<file path="src/rtl/rx_ipv4.sv">
// IPv4 receive stage: parses/validates the header, filters on ip_addr, forwards payload.
// Optional header checksum verification is built when RX_IPV4_CHECKSUM_EN is defined.
//
// state   | meaning
// IDLE    | waiting for header byte 0
// HEADER  | capturing fixed header bytes 1..19
// OPTIONS | skipping (IHL-5)*4 option bytes
// PAYLOAD | forwarding payload bytes until total_length is reached
// DROP    | discarding bytes (padding, rejected datagram) until valid falls
module rx_ipv4 #(
    parameter int         OCT    = 8,
    parameter logic [3:0] IP_VER = 4'h4
) (
    input  logic           RX_CLK,
    input  logic           rst,
    input  logic [31:0]    ip_addr,
    input  logic           rx_payload_ipv4,
    input  logic [OCT-1:0] rx_payload,
    output logic [31:0]    rx_ip_src,
    output logic [7:0]     rx_ip_proto,
    output logic [15:0]    rx_ip_len,
    output logic           rx_ipv4_valid,
    output logic [OCT-1:0] rx_ipv4_data,
    output logic           rx_ipv4_last,
    output logic           rx_ipv4_err
);

    typedef enum logic [2:0] {S_IDLE, S_HEADER, S_OPTIONS, S_PAYLOAD, S_DROP} state_t;

    state_t      state, state_nxt;
    logic [4:0]  hdr_cnt;
    logic [5:0]  opt_cnt;
    logic [15:0] pay_cnt;
    logic [7:0]  ver_ihl;
    logic [15:0] tot_len;
    logic        mf;
    logic [12:0] frag_off;
    logic [7:0]  proto_r;
    logic [31:0] src_r;
    logic [31:0] dst_r;

    logic [3:0]  ihl;
    logic [5:0]  ihl4;
    logic [15:0] pay_len;
    logic [15:0] pay_inc;
    logic [31:0] dst_full;
    logic        csum_ok;
    logic        hdr_ok;

    logic        check, load, fwd, last_nxt, err_nxt;

    assign ihl     = ver_ihl[3:0];
    assign ihl4    = {ihl, 2'b00};
    assign pay_len = tot_len - {10'd0, ihl4};
    assign pay_inc = pay_cnt + 16'd1;
    // Without options the check happens on byte 19, which is still on the input.
    assign dst_full = (state == S_HEADER) ? {dst_r[23:0], rx_payload} : dst_r;

`ifdef RX_IPV4_CHECKSUM_EN
    logic [15:0] cs_acc;
    logic [7:0]  cs_hi;
    logic        cs_odd;

    function automatic logic [15:0] ones_add(input logic [15:0] a, input logic [15:0] b);
        logic [16:0] s;
        s = {1'b0, a} + {1'b0, b};
        return s[15:0] + {15'd0, s[16]};
    endfunction

    // The check byte is always the odd half of the final header word.
    assign csum_ok = (ones_add(cs_acc, {cs_hi, rx_payload}) == 16'hFFFF);

    always_ff @(posedge RX_CLK) begin
        if (rst) begin
            cs_acc <= '0;
            cs_hi  <= '0;
            cs_odd <= 1'b0;
        end else if (state == S_IDLE && rx_payload_ipv4) begin
            cs_acc <= '0;
            cs_hi  <= rx_payload;
            cs_odd <= 1'b1;
        end else if ((state == S_HEADER || state == S_OPTIONS) && rx_payload_ipv4) begin
            if (cs_odd)
                cs_acc <= ones_add(cs_acc, {cs_hi, rx_payload});
            else
                cs_hi <= rx_payload;
            cs_odd <= ~cs_odd;
        end
    end
`else
    assign csum_ok = 1'b1;
`endif

    assign hdr_ok = (ver_ihl[7:4] == IP_VER) && (ihl >= 4'd5) &&
                    (tot_len >= {10'd0, ihl4}) && !mf && (frag_off == 13'd0) && csum_ok;

    always_ff @(posedge RX_CLK) begin
        if (rst)
            state <= S_IDLE;
        else
            state <= state_nxt;
    end

    always_comb begin
        state_nxt = state;
        check     = 1'b0;
        load      = 1'b0;
        fwd       = 1'b0;
        last_nxt  = 1'b0;
        err_nxt   = 1'b0;
        case (state)
            S_IDLE: begin
                if (rx_payload_ipv4)
                    state_nxt = S_HEADER;
            end
            S_HEADER: begin
                if (!rx_payload_ipv4) begin
                    err_nxt   = 1'b1;
                    state_nxt = S_IDLE;
                end else if (hdr_cnt == 5'd19) begin
                    if (ihl > 4'd5)
                        state_nxt = S_OPTIONS;
                    else
                        check = 1'b1;
                end
            end
            S_OPTIONS: begin
                if (!rx_payload_ipv4) begin
                    err_nxt   = 1'b1;
                    state_nxt = S_IDLE;
                end else if (opt_cnt == 6'd0) begin
                    check = 1'b1;
                end
            end
            S_PAYLOAD: begin
                if (!rx_payload_ipv4) begin
                    err_nxt   = 1'b1;
                    state_nxt = S_IDLE;
                end else begin
                    fwd = 1'b1;
                    if (pay_inc == rx_ip_len) begin
                        last_nxt  = 1'b1;
                        state_nxt = S_DROP;
                    end
                end
            end
            S_DROP: begin
                if (!rx_payload_ipv4)
                    state_nxt = S_IDLE;
            end
            default: state_nxt = S_IDLE;
        endcase

        if (check) begin
            state_nxt = S_DROP;
            if (!hdr_ok) begin
                err_nxt = 1'b1;
            end else if (dst_full == ip_addr && pay_len != 16'd0) begin
                load      = 1'b1;
                state_nxt = S_PAYLOAD;
            end
        end
    end

    always_ff @(posedge RX_CLK) begin
        if (rst) begin
            hdr_cnt       <= '0;
            opt_cnt       <= '0;
            pay_cnt       <= '0;
            ver_ihl       <= '0;
            tot_len       <= '0;
            mf            <= 1'b0;
            frag_off      <= '0;
            proto_r       <= '0;
            src_r         <= '0;
            dst_r         <= '0;
            rx_ip_src     <= '0;
            rx_ip_proto   <= '0;
            rx_ip_len     <= '0;
            rx_ipv4_valid <= 1'b0;
            rx_ipv4_data  <= '0;
            rx_ipv4_last  <= 1'b0;
            rx_ipv4_err   <= 1'b0;
        end else begin
            rx_ipv4_valid <= fwd;
            rx_ipv4_last  <= last_nxt;
            rx_ipv4_err   <= err_nxt;

            if (state == S_IDLE && rx_payload_ipv4) begin
                ver_ihl <= rx_payload;
                hdr_cnt <= 5'd1;
            end

            if (state == S_HEADER && rx_payload_ipv4) begin
                hdr_cnt <= hdr_cnt + 5'd1;
                case (hdr_cnt)
                    5'd2:  tot_len[15:8]  <= rx_payload;
                    5'd3:  tot_len[7:0]   <= rx_payload;
                    5'd6: begin
                        mf             <= rx_payload[5];
                        frag_off[12:8] <= rx_payload[4:0];
                    end
                    5'd7:  frag_off[7:0]  <= rx_payload;
                    5'd9:  proto_r        <= rx_payload;
                    5'd12, 5'd13, 5'd14, 5'd15: src_r <= {src_r[23:0], rx_payload};
                    5'd16, 5'd17, 5'd18, 5'd19: dst_r <= {dst_r[23:0], rx_payload};
                    default: ;
                endcase
                if (hdr_cnt == 5'd19)
                    opt_cnt <= {ihl - 4'd5, 2'b00} - 6'd1;
            end

            if (state == S_OPTIONS && rx_payload_ipv4)
                opt_cnt <= opt_cnt - 6'd1;

            if (load) begin
                rx_ip_src   <= src_r;
                rx_ip_proto <= proto_r;
                rx_ip_len   <= pay_len;
                pay_cnt     <= '0;
            end

            if (fwd) begin
                rx_ipv4_data <= rx_payload;
                pay_cnt      <= pay_inc;
            end
        end
    end

endmodule

</file>
<file path="config.mk">
export PLATFORM = sky130hd
export DESIGN_NAME = rx_ipv4
export DESIGN_NICKNAME = d
export VERILOG_FILES = /design/src/rtl/rx_ipv4.sv
export SDC_FILE = /design/constraint.sdc
export NUM_CORES = 1
export LEC_CHECK = 0
export CORE_ASPECT_RATIO = 1.2
export CORE_MARGIN = 3
export CORE_UTILIZATION = 50
export DETAILED_ROUTE_END_ITERATION = 6
export PLACE_DENSITY = 0.72
export SYNTH_ARGS = -nofsm -noshare
export SYNTH_HDL_FRONTEND = slang
export SYNTH_SLANG_ARGS = --single-unit
</file>
<file path="constraint.sdc">
create_clock -name RX_CLK -period 10.38 [get_ports RX_CLK]
set_input_delay 2.076 -clock RX_CLK [delete_from_list [all_inputs] [get_ports RX_CLK]]
set_output_delay 2.076 -clock RX_CLK [all_outputs]
set_load 0.005 [all_outputs]
</file>
---- Word level (Yosys, flattened, before mapping) ----
Index checks and enable logic that the tools add are counted.
W data, S select, Z words.
storage, ports and cells
  memory bits (read-only) ................. 0
  output and inout port bits .............. 67
  flip-flop bits (word level) ............. 207
  memories ................................ 0
  input port bits ......................... 43
  word-level logic and storage cells ...... 122
  bits in writable memories ............... 0
  latch bits .............................. 0
cells by class
  divide/modulo/power cells ............... 0
  shifts and indexed selects .............. 0
  muxes and demuxes ....................... 35
  $add $sub $neg .......................... 6
  $lt $le $gt $ge ......................... 3
  eq/ne operators ......................... 25
  bitwise gates (word level) .............. 2
  multipliers ............................. 0
  reduce and logical (&&, ||, !) cells .... 31
operator list
  kind                     number
  $eq A32 B32 Y1           1
  $mux W16                 2
  $mux W32                 1
  $mux W3                  10
  $eq A5 B4 Y1 const B     5
  $eq A5 B5 Y1 const B     4
  $mux W6                  3
  $add A16 B1 Y16 const B  1
  $eq A16 B16 Y1           1
  $ge A16 B6 Y1            1
  $reduce_and A2 Y1        8
  $reduce_bool A16 Y1      1
  $sub A16 B6 Y16          1
  $mux W1                  15
  $logic_not A13 Y1        1
  $pmux W3 S4              1
  $sub A6 B1 Y6 const B    2
  $eq A5 B2 Y1 const B     2
  $eq A5 B3 Y1 const B     2
  $mux W5                  2
  $logic_and A1 B1 Y1      8
  $ne A4 B3 Y1 const B     2
  $reduce_bool A2 Y1       4
  $reduce_or A4 Y1         2
  other kinds (19)         22

---- Longest topological paths before layout ----
Gate-level depths: netlist of run 1.
  depth after elaboration ................. 9
  gate-level depth with buffers ........... 13
  mapped depth without buffers ............ 12

---- Least setup slack after synthesis of run 1 ----
No wires, ideal clock.
  path kind ............................... input-to-reg
  start ................................... in rx_payload[7]
  end ..................................... reg rx_ip_len[7]
  stages .................................. 10
  setup slack ............................. 6079 ps
  buffers on the path ..................... 2
  library setup time ...................... 70 ps
  data arrival time ....................... 4231 ps
  cell sequence ........................... clkbuf_1 nor2b_1 a2111oi_4 a221oi_1 nor4_1 nand4_1 nor4_4 buf_6 nand2_1 a21oi_1
between the ends
  longest elaborated chain between the ends .. 6
RTL lines
  element                 RTL line  RTL
  start: declaration      18        input logic [OCT-1:0] rx_payload,
  $mux W32                57        assign dst_full = (state == S_HEADER) ? {dst_r[23:0], rx_payload} : dst_r;
  $eq A32 B32 Y1          158       end else if (dst_full == ip_addr && pay_len != 16'd0) begin
  $logic_and A1 B1 Y1     158
  $mux W1                 158
  $mux W1                 156       if (!hdr_ok) begin
  $mux W1                 154       if (check) begin
  end signal: assignment  219       rx_ip_len <= pay_len;
  end: declaration        21        output logic [15:0] rx_ip_len,
Every way passes these cells.
A chain may end at the register's enable or synchronous reset.

---- Worst setup path after layout of run 1 ----
  start ................................... in rx_payload[7]
  end ..................................... reg pay_cnt[5]
between the ends
  longest elaborated chain between the ends .. 7
RTL lines
  element                       RTL line  RTL
  $mux W32                      57
  $eq A32 B32 Y1                158
  $logic_and A1 B1 Y1           158
  $mux W1                       158
  $mux W1                       156
  $mux W1                       154
  $reduce_bool A2 Y1 (no line)  --
  end signal: assignment        225       pay_cnt <= pay_inc;
  end: declaration              33        logic [15:0] pay_cnt;
Every way passes these cells.

==> results of run 1 <==
[synth_stat cells, drive strengths merged, types with 3 or more instances]
| library cell | instances | area, sq um |
|---|---|---|
| nand2 | 309 | 1160 |
| dfxtp | 207 | 4144 |
| a21oi | 172 | 860.8 |
| nor2 | 83 | 311.6 |
| clkbuf | 65 | 244.0 |
| mux2i | 43 | 430.4 |
| inv | 36 | 135.1 |
| xnor2 | 32 | 280.3 |
| nand3 | 28 | 140.1 |
| xor2 | 21 | 183.9 |
| nor4 | 20 | 146.4 |
| buf | 19 | 136.4 |
| nor3 | 18 | 90.09 |
| o21ai | 18 | 90.08 |
| and3 | 16 | 100.1 |
| ha | 14 | 175.2 |
| a311oi | 12 | 105.1 |
| nand4 | 11 | 68.82 |
| or3 | 11 | 68.82 |
| a31oi | 10 | 62.56 |
| nand2b | 10 | 62.56 |
| nor2b | 10 | 62.56 |
| a211oi | 9 | 67.56 |
| a221oi | 8 | 70.07 |
| or4 | 8 | 60.06 |
| nor3b | 5 | 42.54 |
| o221ai | 5 | 43.79 |
| a2111oi | 4 | 53.81 |
| a21o | 4 | 30.03 |
| a2bb2oi | 4 | 35.03 |
| and2 | 4 | 25.02 |
| nand3b | 4 | 30.03 |
| o211ai | 4 | 30.03 |
| a32oi | 3 | 26.28 |
| and4 | 3 | 26.28 |
| o21a | 3 | 22.52 |
| o21bai | 3 | 22.52 |
| o22ai | 3 | 18.77 |
| or2 | 3 | 18.77 |
[registers in the layout (all words and copies together), names as in the netlist]
name           cells
rx_ip_len         16
ver_ihl            8
rx_ip_proto        8
hdr_cnt            5
src_r             32
frag_off          13
pay_cnt           16
proto_r            8
rx_ipv4_last       1
mf                 1
opt_cnt            6
state              3
rx_ipv4_err        1
dst_r             32
tot_len           16
rx_ip_src         32
rx_ipv4_valid      1
rx_ipv4_data       8
[layout make-up]
type	count	area (sq um)	area share [%]
Clock inverter	3	80.08	0.6733
Clock buffer	33	683.2	5.744
Inverter	36	135.1	1.136
Tap cell	261	326.6	2.746
Multi-Input combinational cell	945	5358	45.05
Sequential cell	207	4144	34.84
Timing Repair Buffer	119	1167	9.815
[power by group through the flow]
| stage | combinational, mW | clock, mW | sequential (mW) |
|---|---|---|---|
| detailed placement | 0.395 | 0 | 0.860 |
| global route | 0.444 | 0.866 | 0.848 |
| floorplan | 0.307 | 0 | 0.845 |
| global placement | 0.395 | 0 | 0.861 |
| CTS | 0.397 | 0.837 | 0.843 |
| finish | 0.402 | 0.820 | 0.845 |
[critical path: cells and delay by family]
family | cells | cell delay [ns]
AO/OA/AOI/OAI | 5 | 1.53
buffers and inverters | 2 | 1.24
AND/OR/NAND/NOR | 3 | 0.98
[logic make-up after synthesis]
group / Yosys count / share of synthesized area, %
and+or+nand+nor: 552 / 25.01
buffers and inverters: 120 / 5.157
muxes: 44 / 4.419
DFF: 207 / 41.46
xor gates and xnor gates: 54 / 4.882
adders and majority gates: 15 / 1.953
AOI/OAI and AO/OA: 280 / 17.12
[through the flow]
step	total power, mW	hold slack (ns)
finish	2.066	0.4495
CTS	2.078	0.4505
detailed placement	1.256	0.4443
global route	2.158	0.4622
floorplan	1.152	0.4316
global placement	1.256	0.4401
[metal layers]
layer / vias up / wire length [um]
met5: - / 0
met4: 0 / 807
met3: 52 / 1260
met2: 244 / 12900
met1: 4282 / 11300
li1: 4533 / -
[worst max path at each step]
| stage | slack, ns | to | cells past startpoint |
|---|---|---|---|
| floorplan | 6.08 | rx_ip_len[7] | 10 |
| global placement | 4.52 | pay_cnt[14] | 10 |
| detailed placement | 4.40 | pay_cnt[5] | 10 |
| CTS | 4.92 | pay_cnt[5] | 10 |
| global route | 4.60 | pay_cnt[6] | 10 |
| finish | 4.87 | pay_cnt[5] | 10 |
==> impl_metrics.ini, run 1 <==
[status]
outcome = finished, final reports clean

[worst_setup_path]
crit_required_ns = 10.73
cp-startpoint = rx_payload[7]
path_cells = clkdlybuf4s50_1, nor2b_1, a2111oi_4, a221oi_1, a221o_1, nor4_1, o2111ai_4, buf_4, nand2_1, a311oi_1
cp-start-kind = input pin
r2r-start = ver_ihl[0]
crit_path_end_kind = register
worstSetupPathType = in2reg
worstPathArrival_ns = 5.86
critPathMaxStageDelay_ns = 0.79
cp_max_fo = 34
reg2reg_depth = 12
ff2ff_setup_slack_ns = 5.07
r2r_end = pay_cnt[15]
slowest_stage = clkdlybuf4s50_1

[placement]
post-place-ws_ns = 4.398
dpl-instance-area_sq_um = 11130
dp_cells = 1568
dpl.hpwl_mm = 17.88
io_buffers = 109
globalplace.congestion = 0.9084

[cells_and_area]
area_delta_synth_final_pct = 18.99
antenna_cells = 0
final_layout_size_suffix_gt1_share_pct = 4.095
nNetsFinal = 1390
fillers = 1795
design_area_sq_um = 11890
utilization_pct = 60.62
final_common_cell = nand2_1
mostFrequentLayoutCells = nand2_1 (309), dfxtp_1 (207), a21oi_1 (172)
stdcell_count = 1604

[drt]
via_per_inst = 5.680
dr.pass1.iters = 5
vias = 9111
wire_per_inst_um = 16.38
drtIter0Drc = 666
drcViolationCount = 0
ant_nets = 0
finalWirelength_mm = 26.27

[power]
cellPowerDensity_nw_per_um2 = 173.7
internal_power_mw = 1.476
pwr-share-clk_pct = 39.7
pwr-share-seq_pct = 40.9
vdd.ir_drop.worst_v = 0.0001315
swShare_pct = 28.58
switchingPower_mw = 0.5906
p_leak_nw = 4.210
p_comb_share_pct = 19.4

[hold_path]
min-delay-start = rx_ip_src[28]
hp-class = reg2reg
whs_path_depth = 2
holdPathEnd = rx_ip_src[28]

[global_route]
grt_max_degree = 128
grt_busiest_layer = met2
grt_util_met3_pct = 2.914
antenna_found_initial = 0
grtUsageMet2_pct = 39.87
grt_pass1_wl_mm = 42.09
overflow = 0
grt_use_total_pct = 23.35
grtUsageMet1_pct = 30.49
grt_pass1_vias = 8288

[sta]
setup_viol = 0
hold_viol = 0
min_period_ns = 5.514
finClkSkew_ns = 0.006326
rsz0062_at_grt = no
finalSetupTns_ns = 0
setup_slack_ns = 4.866
maxSlewViolCount = 0
clock.fmax_mhz = 181.4
worst_pin_slew_ns = 1.192
fin_crit_sh_pct = 53.12
relSlewSlack_pct = 20.52

[clock_tree]
clkSlewWorstSetupHoldPaths_ns = 0.06
clock-sinks = 207
root_buffer = clkbuf_16
postCtsHoldBufs = 0
cts_buffers = 23
clk_latency_ns = 0.51
ctsResizeCount = 0
cts_buffer_depth = 3
post-cts-setup-buffers = 0
cts-htree-levels = 1
cts_tree = done

[synth]
syn_inst = 1272
ys.flop_type = dfxtp_1
ys_seq_area_share_pct = 41.46
async_flop_share_pct = 0
ys_seq_elements = 207
yosys_warnings = 0
avgSynthCellArea_sq_um = 7.858
synth_nets = 1330
synth-edff-count = 0
yosysUniqueCellTypes = 73
syn-cell-area_sq_um = 9996

[floorplan]
fp.dieW_um = 135.1
start_util_pct = 50.95
ios = 110
core_sq_um = 19620
die-area_sq_um = 21730
dieHeight_um = 160.9
rows = 56

[flow_run]
cap_violations = 0
Note: power is estimated with default switching activity, not from simulation.
==> inputs of run 2 (changes only) <==
- PLACE_DENSITY: 0.72 -> 0.75
- clock period: 10.38 -> 5.02 ns (I/O delays scaled with it)
==> impl_metrics.ini, run 2 (synthesized netlist as in run 1, its figures left out) <==
[clock_tree]
ctsResizeCount = 0
postCtsHoldBufs = 0
cts_tree = done
clkSlewWorstSetupHoldPaths_ns = 0.06
cts_buffers = 22
cts-htree-levels = 1
post-cts-setup-buffers = 0
cts_buffer_depth = 3
root_buffer = clkbuf_16
clk_latency_ns = 0.51
clock-sinks = 207

[placement]
globalplace.congestion = 0.9100
dpl-instance-area_sq_um = 11240
dpl.hpwl_mm = 18.37
io_buffers = 109
dp_cells = 1581

[sta]
fin_crit_sh_pct = 82.47
worst_pin_slew_ns = 1.156
relSlewSlack_pct = 22.91
clock.fmax_mhz = 241.6
finClkSkew_ns = 0.01263
setup_viol = 0
min_period_ns = 4.140
hold_viol = 0
finalSetupTns_ns = 0
maxSlewViolCount = 0
rsz0062_at_grt = no

[drt]
dr.pass1.iters = 5
via_per_inst = 5.652
vias = 9151
drcViolationCount = 0
wire_per_inst_um = 16.53
drtIter0Drc = 727
ant_nets = 0
finalWirelength_mm = 26.76

[power]
pwr-share-seq_pct = 41.8
p_comb_share_pct = 20.4
vdd.ir_drop.worst_v = 0.0002781
pwr-share-clk_pct = 37.9
internal_power_mw = 2.950
switchingPower_mw = 1.229
p_leak_nw = 4.256
swShare_pct = 29.40
cellPowerDensity_nw_per_um2 = 349.8

[floorplan]
start_util_pct = 50.95
fp.dieW_um = 135.1
core_sq_um = 19620
die-area_sq_um = 21730
ios = 110
dieHeight_um = 160.9
rows = 56

[global_route]
overflow = 0
grt_pass1_vias = 8740
antenna_found_initial = 0
grt_use_total_pct = 23.78
grt_pass1_wl_mm = 42.66
grt_max_degree = 143

[cells_and_area]
antenna_cells = 0
fillers = 1758
final_layout_size_suffix_gt1_share_pct = 5.155
area_delta_synth_final_pct = 19.53
regArea_sq_um = 4144
stdcell_count = 1619
mostFrequentLayoutCells = nand2_1 (309), dfxtp_1 (207), a21oi_1 (172)
multiInputGateArea_sq_um = 5358
final_common_cell = nand2_1
design_area_sq_um = 11950
nNetsFinal = 1402
biggestRegsByFlops = dst_r: 32 flops, rx_ip_src: 32 flops, src_r: 32 flops

[worst_setup_path]
worstSetupPathType = reg2reg
worstPathArrival_ns = 4.49
critPathMaxStageDelay_ns = 0.51
ff2ff_setup_slack_ns = 0.88
slowest_stage = a2111oi_0
path_cells = ha_1, inv_1, fa_1, a21o_1, a2111oi_0, xor2_1, or4_1, or4_1, o2111ai_4, buf_4, mux2i_1, nor2_1
crit_path_end_kind = register
cp_max_fo = 30
crit_path_frequent_cell = or4_1
cp-start-kind = register
crit_required_ns = 5.37

[flow_run]
cap_violations = 0

[status]
outcome = finished, final reports clean

[hold_path]
hp-class = reg2reg
-- run 2: power by group through the flow --
stage               logic (mW)  registers (mW)  clock network [mW]
global route             0.938            1.75                1.67
CTS                      0.847            1.74                1.61
detailed placement       0.839            1.78                   0
floorplan                0.636            1.75                   0
global placement         0.828            1.78                   0
finish                   0.851            1.75                1.58
-- run 2: metal layers --
layer  track usage [%]  wire, um  up-vias
met3             3.383      1431       66
met5                 0         0        -
met2             41.49     13250      297
li1                  -         -     4534
met4             10.31       946        0
met1             29.10     11130     4254
-- run 2: area by class of cell --
cell class	count	area share, %
Clock buffer	30	5.278
Clock inverter	8	0.6388
Inverter	36	1.131
Multi-Input combinational cell	945	44.84
Sequential cell	207	34.68
Tap cell	261	2.733
Timing Repair Buffer	132	10.69
-- run 2: through the flow --
| stage | setup WS, ns | utilization [%] | hold WS, ns | total power, mW |
|---|---|---|---|---|
| global placement | 0.8856 | 57.30 | 0.4416 | 2.606 |
| global route | 0.5168 | 60.90 | 0.4701 | 4.364 |
| detailed placement | 0.8586 | 57.30 | 0.4456 | 2.618 |
| finish | 0.8802 | 60.90 | 0.4507 | 4.179 |
| CTS | 0.9030 | 60.90 | 0.4555 | 4.200 |
| floorplan | 1.250 | - | 0.4316 | 2.383 |
-- run 2: critical path: cells and delay by family, from the launching register on --
family | cells | cell delay (ns)
adders and majority gates | 2 | 0.61
DFF | 1 | 0.50
muxes | 1 | 0.22
and+or+nand+nor | 3 | 1.04
AOI/OAI and AO/OA | 3 | 1.02
xor gates and xnor gates | 1 | 0.19
buffers and inverters | 2 | 0.40
-- run 2: final timing paths --
| kind | to | start | cells past startpoint |
|---|---|---|---|
| worst max-delay path | rx_ip_len[2] | ver_ihl[0] | 12 |
| worst min-delay path | rx_ip_src[24] | rx_ip_src[24] | 2 |
| worst max register to register | rx_ip_len[2] | ver_ihl[0] | 12 |
| worst min register to register | rx_ip_src[24] | rx_ip_src[24] | 2 |
==> inputs of run 3 (changes only) <==
- clock period: 5.02 -> 3.35 ns (I/O delays scaled with it)
==> impl_metrics.ini, run 3 (synthesized netlist as in run 1, its figures left out) <==
[sta]
clock.fmax_mhz = 295.4
finClkSkew_ns = 0.01521
hold_viol = 0
min_period_ns = 3.385
setup_viol = 21
relSlewSlack_pct = 33.93
fin_crit_sh_pct = 101.1
setup_slack_ns = -0.03526
finalSetupTns_ns = -0.2327
worst_pin_slew_ns = 0.9882
rsz0062_at_grt = yes
holdWs_ns = 0.4519
maxSlewViolCount = 0

[drt]
drt-met1-wl_mm = 11.48
routed-wl-met3_mm = 1.394
vias = 9570
ant_nets = 0
drtIter0Drc = 672
highest_layer = met4
finalWirelength_mm = 28.06
met2WireLength_mm = 14.41
drcViolationCount = 0
dr.pass1.iters = 5
wire_per_inst_um = 16.69
via_per_inst = 5.693

[floorplan]
core_sq_um = 19620
fp.dieW_um = 135.1
die-area_sq_um = 21730
dieHeight_um = 160.9
rows = 56
ios = 110
start_util_pct = 50.95

[clock_tree]
clkSlewWorstSetupHoldPaths_ns = 0.06
postCtsHoldBufs = 0
cts_buffer_depth = 3
cts-htree-levels = 1
cts_tree = done
root_buffer = clkbuf_16
cts_buffers = 22
clk_latency_ns = 0.51
clock-sinks = 207

[global_route]
grt_pass1_vias = 9134
grt_max_degree = 91
grt_use_total_pct = 24.96
overflow = 0
grt_pass1_wl_mm = 45.17
antenna_found_initial = 0

[power]
vdd.ir_drop.worst_v = 0.0004189
cellPowerDensity_nw_per_um2 = 540.9
p_leak_nw = 4.692
power.total_mw = 6.947

[worst_setup_path]
cp-start-kind = register
cp_max_fo = 19
worstSetupPathType = reg2reg
ff2ff_setup_slack_ns = -0.04
crit_required_ns = 3.71
crit_path_end_kind = register
worstPathArrival_ns = 3.74

[cells_and_area]
stdcell_count = 1681
final_layout_size_suffix_gt1_share_pct = 11.97
biggestRegsByFlops = dst_r: 32 flops, rx_ip_src: 32 flops, src_r: 32 flops
final_common_cell = nand2_1
fillers = 1648
mostFrequentLayoutCells = nand2_1 (302), dfxtp_1 (205), a21oi_1 (161)
antenna_cells = 0
area_delta_synth_final_pct = 28.48
utilization_pct = 65.46
nNetsFinal = 1462

[hold_path]
hp-class = reg2reg

[placement]
dpl.hpwl_mm = 19.03
globalplace.congestion = 0.8948
dp_cells = 1634
io_buffers = 109

[status]
violations = setup timing
outcome = complete, but fails checks

[flow_run]
cap_violations = 0
## run 3: power by group
| part | internal [mW] | switching (mW) | leakage, nW |
|---|---|---|---|
| Clock | 1.73 | 1.01 | 0.410 |
| Combinational | 0.734 | 0.901 | 2.61 |
| Sequential | 2.53 | 0.0452 | 1.67 |
| Total | 4.99 | 1.96 | 4.69 |
## run 3: path summary, 6_finish.rpt
check                                    from       endpoint  depth (start not counted)
worst max-delay path               tot_len[2]  rx_ip_len[11]                         17
worst min-delay path            rx_ip_src[17]  rx_ip_src[17]                          2
worst max register to register     tot_len[2]  rx_ip_len[11]                         17
worst min register to register  rx_ip_src[17]  rx_ip_src[17]                          2
## run 3: final cells by class
| class | count | area [sq um] | share of cell area, % |
|---|---|---|---|
| clock buffers | 30 | 640.6 | 4.988 |
| clock inverters | 10 | 186.4 | 1.452 |
| inverters | 36 | 135.1 | 1.052 |
| multi-input cells | 946 | 5555 | 43.26 |
| flip-flops and latches | 207 | 4149 | 32.31 |
| well taps | 261 | 326.6 | 2.543 |
| repair buffers | 191 | 1849 | 14.40 |
## run 3: metrics by stage
| step | worst slack, ns | area [sq um] |
|---|---|---|
| 2_1_floorplan | 0.03835 | 10040 |
| 3_3_place_gp | -0.1635 | 11710 |
| 3_5_place_dp | -0.2296 | 11710 |
| 4_1_cts | -0.03029 | 12680 |
| 5_1_grt | -0.1461 | 12840 |
| 6_report | -0.03526 | 12840 |
## run 3: worst max-delay path, cell delays in order (launching register included)
cell       delay (ns)
dfxtp_2          0.32
inv_2            0.06
ha_4             0.12
inv_2            0.03
fa_2             0.34
a21o_1           0.20
a2111oi_4        0.36
xor2_1           0.13
buf_4            0.15
buf_4            0.12
buf_4            0.12
or4_1            0.52
nor4_2           0.16
buf_4            0.18
nor4_4           0.07
clkbuf_16        0.20
nand2_1          0.07
a21oi_1          0.07
## run 3: layer usage
metal  GRT usage, %  vias to the layer above
met2          44.36                      308
met1          30.96                     4530
met5              0                        -
met3          3.509                       63
li1               -                     4669
met4          8.295                        0
## run 3: what timing repair did
item,4_1_cts,5_1_grt
resized for setup,18,33
cloned,2,2
setup endpoints to repair,71,75
pin swaps,7,13
setup buffers,4,0
